**config.mk**
```make
export PLATFORM = sky130hd
export DESIGN_NAME = bit_serial_alu_seq
export DESIGN_NICKNAME = d
export VERILOG_FILES = /design/src/rtl/bit_serial_alu_seq.sv
export SDC_FILE = /design/constraint.sdc
export NUM_CORES = 1
export LEC_CHECK = 0
export CAP_MARGIN = 20
export CORE_MARGIN = 2
export CORE_UTILIZATION = 40
export CTS_BUF_LIST = sky130_fd_sc_hd__clkbuf_8 sky130_fd_sc_hd__clkbuf_16
export DETAILED_ROUTE_END_ITERATION = 10
export SLEW_MARGIN = 0
export SYNTH_ARGS = -nofsm -noshare
export SYNTH_HDL_FRONTEND = slang
export SYNTH_SLANG_ARGS = --single-unit
```
**constraint.sdc**
```tcl
create_clock -name clk -period 1.8 [get_ports clk]
set_input_delay 0.36 -clock clk [delete_from_list [all_inputs] [get_ports clk]]
set_output_delay 0.36 -clock clk [all_outputs]
set_load 0.01 [all_outputs]
```
**src/rtl/bit_serial_alu_seq.sv**
```systemverilog
// Runs a WIDTH-bit ALU op through an external 1-bit slice, LSB first, one bit per clock.
// Owns the operand/result shifters and inter-bit carry; returns the result plus NZCV flags.
//
// state | meaning
// IDLE  | waiting for start, slice pins held at 0
// RUN   | one bit per clock through the slice
// DONE  | result/flags valid for one cycle, can accept a back-to-back start
module bit_serial_alu_seq #(
    parameter int WIDTH = 64
) (
    input  logic             clk,
    input  logic             reset,
    input  logic             start,
    input  logic [2:0]       op_control,
    input  logic [WIDTH-1:0] op_A,
    input  logic [WIDTH-1:0] op_B,
    output logic             slice_A,
    output logic             slice_B,
    output logic             slice_carry_in,
    output logic [2:0]       slice_control,
    input  logic             slice_result,
    input  logic             slice_carry_out,
    output logic             busy,
    output logic             done,
    output logic             err,
    output logic [WIDTH-1:0] result,
    output logic             flag_n,
    output logic             flag_z,
    output logic             flag_c,
    output logic             flag_v
);
    localparam int CW = $clog2(WIDTH);

    typedef enum logic [1:0] {
        S_IDLE = 2'd0,
        S_RUN  = 2'd1,
        S_DONE = 2'd2
    } state_t;

    state_t           r_state;
    logic [WIDTH-1:0] r_a_sh;
    logic [WIDTH-1:0] r_b_sh;
    logic [WIDTH-1:0] r_res_sh;
    logic [2:0]       r_ctrl;
    logic             r_carry;
    logic [CW-1:0]    r_count;

    logic             w_legal;
    logic             w_last;
    logic             w_arith;
    logic             w_run;
    logic [WIDTH-1:0] w_res_next;

    assign w_legal    = (op_control != 3'b001) && (op_control != 3'b111);
    assign w_run      = (r_state == S_RUN);
    assign w_last     = (r_count == CW'(WIDTH - 1));
    assign w_arith    = (r_ctrl[2:1] == 2'b01);
    assign w_res_next = {slice_result, r_res_sh[WIDTH-1:1]};

    // Slice pins come only from registers, gated to 0 outside RUN
    assign busy           = w_run;
    assign slice_A        = w_run & r_a_sh[0];
    assign slice_B        = w_run & r_b_sh[0];
    assign slice_carry_in = w_run & r_carry;
    assign slice_control  = w_run ? r_ctrl : 3'b000;

    always_ff @(posedge clk) begin
        if (reset) begin
            r_state  <= S_IDLE;
            r_a_sh   <= '0;
            r_b_sh   <= '0;
            r_res_sh <= '0;
            r_ctrl   <= 3'b000;
            r_carry  <= 1'b0;
            r_count  <= '0;
            done     <= 1'b0;
            err      <= 1'b0;
            result   <= '0;
            flag_n   <= 1'b0;
            flag_z   <= 1'b0;
            flag_c   <= 1'b0;
            flag_v   <= 1'b0;
        end else begin
            done <= 1'b0;
            err  <= 1'b0;
            case (r_state)
                S_IDLE, S_DONE: begin
                    r_state <= S_IDLE;
                    if (start) begin
                        if (w_legal) begin
                            r_a_sh  <= op_A;
                            r_b_sh  <= op_B;
                            r_ctrl  <= op_control;
                            // subtract is A + ~B + 1, so the initial carry is the op LSB
                            r_carry <= op_control[0];
                            r_count <= '0;
                            r_state <= S_RUN;
                        end else begin
                            err <= 1'b1;
                        end
                    end
                end
                S_RUN: begin
                    r_res_sh <= w_res_next;
                    r_carry  <= slice_carry_out;
                    r_a_sh   <= r_a_sh >> 1;
                    r_b_sh   <= r_b_sh >> 1;
                    r_count  <= r_count + CW'(1);
                    if (w_last) begin
                        result  <= w_res_next;
                        flag_n  <= slice_result;
                        flag_z  <= (w_res_next == '0);
                        // r_carry here is the carry into the MSB
                        flag_c  <= w_arith & slice_carry_out;
                        flag_v  <= w_arith & (r_carry ^ slice_carry_out);
                        done    <= 1'b1;
                        r_state <= S_DONE;
                    end
                end
                default: r_state <= S_IDLE;
            endcase
        end
    end
endmodule

```
==> results of run 1 <==
## cell type report
cell class,instances,area (sq um),area share (%)
Antenna cell,1,2.50,0.0175
Clock buffer,38,872,6.09
Clock inverter,13,57.6,0.402
Inverter,1,11.3,0.0787
Multi-Input combinational cell,977,4700,32.9
Sequential cell,272,5450,38.1
Tap cell,335,419,2.93
Timing Repair Buffer,261,2800,19.5
## layer usage
layer,up-vias,GRT usage (%),routed length [microns]
met5,-,0,0
met2,227,29.1,12500
li1,4990,-,-
met4,0,4.84,548
met1,4496,26.9,13200
met3,35,2.99,1480
## cell usage in the layout, fill, tap and decap left out, types with 2 or more instances in the layout
cell type / n
buf_4: 26
clkdlybuf4s50_1: 144
nand2_1: 520
clkbuf_16: 33
nor4_1: 17
dlygate4sd2_1: 28
a21oi_1: 137
nand3_1: 6
and2_4: 3
inv_1: 8
a311oi_1: 128
nor2_1: 132
nand4_1: 4
nor3_1: 4
a31oi_1: 2
clkbuf_8: 8
buf_2: 6
dlymetal6s2s_1: 32
clkinv_2: 4
dfxtp_2: 2
dfxtp_1: 270
nand2b_1: 2
buf_6: 4
buf_12: 16
mux2i_1: 2
buf_16: 2
nand4b_1: 2
o21ai_0: 3
and2_1: 3
## cell families after synthesis
group | synth area share [%]
compound gates | 17.5
xor+xnor | 0.235
fa+ha+maj | 0.118
buf+inv | 5.06
flops | 51.2
mux | 0.188
simple gates | 25.7
## where the power goes
part / leakage [uW] / internal [uW] / switching, uW
registers: 0.00222 / 6360 / 171
clock network: 0.000491 / 3360 / 2340
logic: 0.00316 / 751 / 868
## state kept, by name, indices dropped and copies added, names as in the netlist, 2 cells and up
signal    flops
r_a_sh       64
r_b_sh       64
result       64
r_res_sh     63
r_count       6
r_ctrl        3
r_state       2
## through the flow
step           TNS (ns)  cells  power [uW]  hold WS [ns]  utilization, %
2_1_floorplan         0   1369        7580         0.432               -
3_3_place_gp     -30.45   1840        8240         0.440            50.8
6_report              0   1898       13900         0.219            54.9
3_5_place_dp     -35.15   1840        8260         0.448            50.8
5_1_grt          -0.108   1897       14500         0.228            54.9
4_1_cts          -0.117   1893       14000         0.201            54.2
## cells in the mapped netlist, types with 4 or more instances
library cell    n  share of area [%]
buf_4          12               0.85
buf_1           4               0.14
clkbuf_1       74                2.6
dfxtp_1       272                 51
buf_2          28                1.3
a311oi_1      129                 11
nand2_1       521                 18
a21oi_1       137                6.4
nand3_1         6               0.28
nor3_1          4               0.19
nand4_1         4               0.24
nor4_1         17                1.0
and2_1          6               0.35
nor2_1        132                4.7
## repair_timing
action	CTS	global route
gates cloned	0	2
pin swaps	0	1
gates resized for setup	60	46
endpoints found under the setup margin	37	59
setup buffers	2	2
## path summary, 6_finish.rpt
check	startpoint	to	slack [ns]
max	r_state[1]$_SDFFE_PP0P_	slice_control[1]	0.006
min	reset	r_b_sh[62]$_SDFFE_PP0P_	0.22
max reg2reg	r_state[1]$_SDFFE_PP0P_	r_b_sh[53]$_SDFFE_PP0P_	0.09
min reg2reg	result[49]$_SDFFE_PP0P_	result[49]$_SDFFE_PP0P_	0.45
==> results.md, run 1 <==
- Final setup margin: 0.00617 ns
- Total grt overflow: 0
- WP depth: 5
- Synthesis Warnings: 0
- Hold Path Class: input port to register
- Initial antenna violation count: 1
- Ys flop type: dfxtp_1
- RSZ-0062 raised after global routing: yes
- Crit start category: register
- Via density: 5.14
- Pins Over Slew Limit: 0
- CTS tree: done
- Core Area: 26100 sq um
- Vert. Die Dim: 167 microns
- Placed inst area: 13200 sq um
- Remaining antenna violation count: 0
- Leakage: 0.00587 uW
- Post-synth EDFFs: 0
- Outcome: finished, final reports clean
- Root Driver: clkbuf_16
- Post-Syn Nets: 1506
- Vias in the first global route: 8840
- Critical path arrival: 1.43 ns
- Synth-to-layout area growth: 34.5%
- Pin count of the biggest net entering global routing: 167
- Seq/Total Area, Yosys: 51.2%
- Final-stage net count: 1680
- Worst slew pin tran: 0.668 ns
- TritonCTS Buffers: 30
- Clock Path Buffers: 3
- Asr flop ratio synth: 0%
- Final hold violation count: 0
- # clock sinks: 272
- IO Pins: 213
- Post-Route WL: 27700 microns
- Slew HR: 55.5%
- Hold path depth: 2
- DR vias: 9748
- HPWL after DPL: 17300 microns
- Final design area excluding fillers: 14300 sq um
- Row cnt: 59
- Die width: 167 microns
- CP Max Fanout: 8
- Cts hold-fix bufs: 0
- Max Cap Violations: 0
- Worst Reg-to-Reg Cells: 5
- Initial DRT Pass Iterations: 5
- Minimum clock period: 1.79 ns
- Layout cells sized above 1: 7.36%
- Routability cong.: 0.776
- Initial DRC count: 713
- Worst-path clk slew: 0.06 ns
- Htree depth: 1
- Fmax: 557 MHz
- Crit path largest cell delay: 0.31 ns
- Clk_skew: 0.0123 ns
- Setup violations, final: 0
- Worst-path cell chain: nand2b_4 -> inv_8 -> buf_6 -> and2_4 -> buf_6
- DR WL/cell: 14.6 microns
- Max IR drop VDD: 0.716 mV
- Clock latency on the worst-skew pair: 0.55 ns
- Die area: 27900 sq um
- Fillers: 2427
- First-pass GRT wire length: 44600 microns
- Yosys reg bits: 272
- Mapped cell area: 10600 sq um
- Initial Utilization: 40.8%
- Dpl ws: -0.320 ns
- CP max-delay cell: dfxtp_1
- IO Port Bufs: 212
- GRT Total Usage: 18.7%
- Pwr dens: 968 nW/um^2
- Distinct cells, synth: 29
- Critical path buffers and inverters: 3
- Critical path's top delay family: flip-flops
- Final Cycle Share: 99.7%
- Critical path capture point type: primary output
- Mapped Cells: 1369
- Drc violations: 0
- Worst path required time: 1.44 ns
- Critical Setup Path Class: register to primary output
- Avg Cell Area, Syn: 7.77 sq um
- Most used cell along the critical path: buf_6
(Power assumes the default switching activity.)
==> run 2, diff against run 1 <==
Settings changed: CORE_MARGIN 2 to default, CORE_UTILIZATION 40 to 45, DONT_BUFFER_PORTS from default to 1.
==> run 2 against run 1 <==
The flow now finishes with violations (negative hold slack); die area decreased by 13%; flip-flop and latch count unchanged; utilization decreased by 1.2 points; maximum frequency increased by 3.1%; clock power increased by 5.4%; via count decreased by 7.7%; non-clock buffer count decreased by 196; setup slack improved by 0.054 ns; largest power group unchanged.
==> results.md, run 2 (synthesized netlist as in run 1, its figures left out) <==
- Total grt overflow: 0 (unchanged)
- Core Area: 22900 sq um (-12%)
- R2R Setup Slk: 0.06 ns (-0.03 ns)
- WP depth: 6 (+1)
- Remaining antenna violation count: 0 (unchanged)
- Max IR drop VDD: 0.683 mV (-4.6%)
- Failing checks: negative hold slack
- Final hold violation count: 100 (+100)
- Pin count of the biggest net entering global routing: 273 (+63%)
- Via density: 5.35 (+4.2%)
- TritonCTS Buffers: 29 (-3.3%)
- Initial antenna violation count: 0 (-1)
- Worst-path clk slew: 0.06 ns (about the same)
- Die width: 156 microns (-6.8%)
- CP Launch Point: r_count[1]$_SDFFE_PP0P_
- Reg2Reg Launch Point: r_count[1]$_SDFFE_PP0P_
- RSZ-0062 raised after global routing: yes
- Row cnt: 55 (-6.8%)
- Crit start category: register
- Pins Over Slew Limit: 0 (unchanged)
- Routability cong.: 0.741 (-4.5%)
- Minimum clock period: 1.74 ns (-0.0545 ns)
- CP Max Fanout: 4 (-4)
- First-pass GRT wire length: 40200 microns (-9.7%)
- Most frequent cells in the layout: nand2_1 (521), dfxtp_1 (271), a21oi_1 (137), nor2_1 (132), a311oi_1 (129)
- Root Driver: clkbuf_16
- Initial DRT Pass Iterations: 5 (unchanged)
- Clk_skew: 0.0181 ns (+0.00579 ns)
- Outcome: complete, but fails checks
- Die area: 24300 sq um (-13%)
- Htree depth: 1 (unchanged)
- Critical path buffers and inverters: 2 (-1)
- CP max-delay cell: dlygate4sd3_1
- HPWL after DPL: 15000 microns (-13%)
- Fillers: 2178 (-10%)
- Hold Path Class: input port to register
- TNS Setup: 0 ns (unchanged)
- GRT Total Usage: 19.8% (+1.2 points)
- Commonest non-fill, non-tap cell in the layout: nand2_1
- Biggest regs: r_a_sh: 64 flops, r_b_sh: 64 flops, result: 64 flops
- Worst slew pin tran: 0.573 ns (-0.0947 ns)
- # clock sinks: 272 (unchanged)
- Worst-path cell chain: ha_2 -> nand3_1 -> buf_4 -> o21ai_1 -> a21oi_1 -> dlygate4sd3_1
- Initial DRC count: 704 (-1.3%)
- Power Total: 13700 uW (-0.75%)
- Setup violations, final: 0 (unchanged)
- Slew HR: 61.8% (+6.3 points)
- Critical Setup Path Class: register to register
- Synth-to-layout area growth: 15.8%
- Vias in the first global route: 7839 (-11%)
- Setup crit end: r_state[0]$_SDFFE_PP0P_
- Crit path largest cell delay: 0.59 ns (+0.28 ns)
- DR vias: 8993 (-7.7%)
- Initial Utilization: 46.4% (+5.6 points)
- IO Port Bufs: 0 (-100%)
- Final-stage net count: 1484 (-12%)
- Critical path capture point type: register
- Reg2reg end: r_state[0]$_SDFFE_PP0P_
- Clock Path Buffers: 3 (unchanged)
- DR WL/cell: 15.1 microns (+3.4%)
- CTS tree: done
- Post-Route WL: 25400 microns (-8.5%)
- Max Cap Violations: 0 (unchanged)
- Critical path arrival: 2.16 ns (+0.73 ns)
- Worst Reg-to-Reg Cells: 6 (+1)
- Minimum hold slack: -0.102 ns (-0.321 ns)
- Vert. Die Dim: 156 microns (-6.8%)
- Finished Core Util: 53.7% (-1.2 points)
- Fmax: 575 MHz (+3.1%)
- Leakage: 0.00444 uW (-24%)
- IO Pins: 213 (unchanged)
- Final Cycle Share: 96.6% (-3.0 points)
- Worst path required time: 2.22 ns (+0.78 ns)
- Drc violations: 0 (unchanged)
- Critical path's top delay family: buffers and inverters
- Pwr dens: 1120 nW/um^2 (+15%)
- Layout cells sized above 1: 6.58% (-0.78 points)
- Clock latency on the worst-skew pair: 0.54 ns (about the same)
run 2: cell count changes in the layout (fill, tap and decap cells not counted), moves of 3 or more:
cell	delta
clkdlybuf4s50_1	-144
dlygate4sd3_1	+33
dlymetal6s2s_1	-32
dlygate4sd2_1	-28
buf_4	-10
buf_2	-6
buf_12	-3
buf_6	-3
bufinv_16	+3
clkbuf_16	-3
run 2: what timing repair did:
item                                   4_1_cts  5_1_grt
cloned                                       0        2
buffers inserted                             0        4
gates resized for setup                      7        7
setup endpoints to repair                    6       28
hold buffers                                22       11
endpoints found under the hold margin      271      234
run 2: layout make-up:
cell class / count / area (sq um) / area share (%)
Multi-Input combinational cell: 977 / 4700 / 38.2
Clock buffer: 37 / 836 / 6.79
Antenna cell: 1 / 2.50 / 0.0203
Inverter: 1 / 16.3 / 0.132
Timing Repair Buffer: 65 / 774 / 6.29
Timing Repair inverter: 1 / 8.76 / 0.0711
Clock inverter: 14 / 139 / 1.13
Tap cell: 313 / 392 / 3.18
Sequential cell: 272 / 5450 / 44.2
run 2: stage by stage:
stage          setup WS [ns]  instance area, sq um  instances
3_3_place_gp           0.155                 10900       1590
6_report              0.0606                 12300       1681
4_1_cts              0.00661                 12100       1663
2_1_floorplan         0.0936                 10600       1369
3_5_place_dp           0.110                 10900       1590
5_1_grt              -0.0129                 12300       1680
run 2: worst min path at each step:
stage                                      start                     end  slack (ns)  cells past startpoint
after floorplan           r_ctrl[0]$_SDFFE_PP0P_  r_ctrl[0]$_SDFFE_PP0P_        0.43                      2
after global placement    r_ctrl[0]$_SDFFE_PP0P_  r_ctrl[0]$_SDFFE_PP0P_        0.44                      2
after detailed placement  r_ctrl[0]$_SDFFE_PP0P_  r_ctrl[0]$_SDFFE_PP0P_        0.44                      2
after CTS                                  reset  r_b_sh[0]$_SDFFE_PP0P_       -0.12                      1
after global routing                       reset  r_b_sh[0]$_SDFFE_PP0P_       -0.12                      1
final                                      reset  r_b_sh[2]$_SDFFE_PP0P_       -0.10                      1
run 2: metal layers:
layer / wire [microns] / global-route usage (%)
met3: 1650 / 4.92
met5: 0 / 0
met1: 11900 / 27.9
met2: 11400 / 30.3
met4: 442 / 5.09
run 2: report_power, final:
part / internal, uW / switching, uW / leakage (uW)
clock network: 3660 / 2350 / 0.000512
registers: 6360 / 174 / 0.00222
logic: 487 / 719 / 0.00171
==> edit (settings of run 2) <==
The 3 states of `state_t` get a one-hot encoding in 3 bits.
--- a/src/rtl/bit_serial_alu_seq.sv
+++ b/src/rtl/bit_serial_alu_seq.sv
@@ -32,8 +32,8 @@
     localparam int CW = $clog2(WIDTH);
 
-    typedef enum logic [1:0] {
-        S_IDLE = 2'd0,
-        S_RUN  = 2'd1,
-        S_DONE = 2'd2
+    typedef enum logic [2:0] {
+        S_IDLE = 3'b001,
+        S_RUN  = 3'b010,
+        S_DONE = 3'b100
     } state_t;
 
Formal check against the unedited RTL: no difference found for any inputs over 4 cycles, from zero or initial values and one cycle with reset high; so few cycles prove little.
==> edit against run 2 <==
- the flow finishes with violations (hold timing, setup timing)
- sequential power shrank 1%
- routed wire length grew 7.8%
- critical endpoint is now slice_control[1]
- area after synthesis shrank 1.2%
- sequential cell count grew 1
- power shrank 6.3%
- first-iteration DRC count shrank 27%
- synthesized cell count shrank 16%
- design area grew 6.6%
- critical path type is now reg -> out
- setup slack lost 0.25 ns
- die area shrank 1.2%
- maximum frequency shrank 13%
- non-clock buffer count grew 23
==> edit: results (changes against run 2) <==
Finish-stage setup viols -> 75 (was 0)
Synth Area in Adders -> 0.00119 (was 0.00118)
Fraction of layout cells with a size suffix above 1 -> 0.191 (was 0.0658)
Diode count -> 0 (was 1)
Final TNS setup -> -7.92 ns (was 0 ns)
Maximum fanout along the worst path -> 8 (was 4)
Status -> complete, but fails checks (unchanged)
Failing checks -> hold timing, setup timing (was hold timing)
Vias in the first global route -> 7255 (was 7839)
Number of CTS-inserted buffers -> 28 (was 29)
Final HPWL DP -> 15.6 mm (was 15.0 mm)
CP max stage cell -> or3b_4 (was dlygate4sd3_1)
Slew headroom -> 0.717 (was 0.618)
Final worst setup slack -> -0.191 ns (was 0.0606 ns)
Sequential area share after synthesis -> 0.520 (was 0.512)
Number of fill cells -> 2017 (was 2178)
Path depth of the worst reg2reg path -> 9 (was 6)
Synth Area in XOR/XNOR -> 0.00250 (was 0.00235)
Worst setup path end -> slice_control[1] (was r_state[0])
Leading post-synthesis cells by instance count -> nand2_1 (310), dfxtp_1 (273), a21oi_1 (132), mux2i_1 (106), o2bb2ai_1 (101) (was nand2_1 (521), dfxtp_1 (272), a21oi_1 (137), nor2_1 (132), a311oi_1 (129))
Total routed wirelength -> 27.4 mm (was 25.4 mm)
Final Hold Fails -> 77 (was 100)
Critical Path Start -> r_state[2] (was r_count[1])
Hold Slack -> -0.106 ns (was -0.102 ns)
Total number of vias -> 8326 (was 8993)
==> edit: worst min path at each step <==
stage / to / slack, ns / start / cells past startpoint
after floorplan: r_a_sh[0] / 0.42 / r_a_sh[0] / 1
after global placement: r_b_sh[0] / 0.44 / r_b_sh[0] / 1
after detailed placement: r_b_sh[0] / 0.44 / r_b_sh[0] / 1
after CTS: r_b_sh[35] / -0.12 / reset / 1
after global routing: r_b_sh[28] / -0.12 / reset / 1
final: r_b_sh[4] / -0.11 / reset / 1
==> edit: stage by stage <==
| step | cells | area, sq um |
|---|---|---|
| 2_1_floorplan | 1148 | 10500 |
| 3_3_place_gp | 1413 | 11100 |
| 3_5_place_dp | 1413 | 11100 |
| 4_1_cts | 1471 | 12100 |
| 5_1_grt | 1499 | 13100 |
| 6_report | 1499 | 13100 |
==> edit: area by class of cell <==
class / count / area share
well taps: 313 / 0.0298
clock inverters: 11 / 0.00372
multi-input cells: 773 / 0.384
inverters: 4 / 0.00172
repair buffers: 88 / 0.100
clock buffers: 37 / 0.0637
flip-flops and latches: 273 / 0.417
==> edit: logic make-up (layout without fill, tap and decap cells) <==
group,count (synthesis),after routing
AOI/OAI and AO/OA,272,272
xor gates and xnor gates,3,3
adders and majority gates,1,1
buffers and inverters,102,140
DFF,273,273
muxes,106,106
and+or+nand+nor,391,391
==> edit: timing repair <==
action / 4_1_cts / 5_1_grt
resized for setup: 25 / 104
setup buffers: 8 / 9
hold endpoints to repair: 167 / 166
cloned: 1 / 20
setup endpoints to repair: 8 / 210
pin swaps: 3 / 11
==> edit: layer usage <==
layer / share of wire / wire [um] / vias to the layer above / GRT usage
li1: - / - / 4104 / -
met1: 0.48 / 13200 / 3979 / 0.289
met2: 0.44 / 12100 / 210 / 0.291
met3: 0.058 / 1580 / 33 / 0.0462
met4: 0.020 / 544 / 0 / 0.0490
met5: 0 / 0 / - / 0
==> edit: critical path, delay by kind of cell, from the launching register on <==
family | cells | cell delay, ns
simple gates | 2 | 0.60
flops | 1 | 0.32
buf+inv | 2 | 0.19
==> edit: report_power, final <==
| part | internal, mW | switching, mW | total, mW |
|---|---|---|---|
| combinational | 0.462 | 0.456 | 0.918 |
| sequential | 6.31 | 0.155 | 6.46 |
| clock | 3.21 | 2.29 | 5.50 |
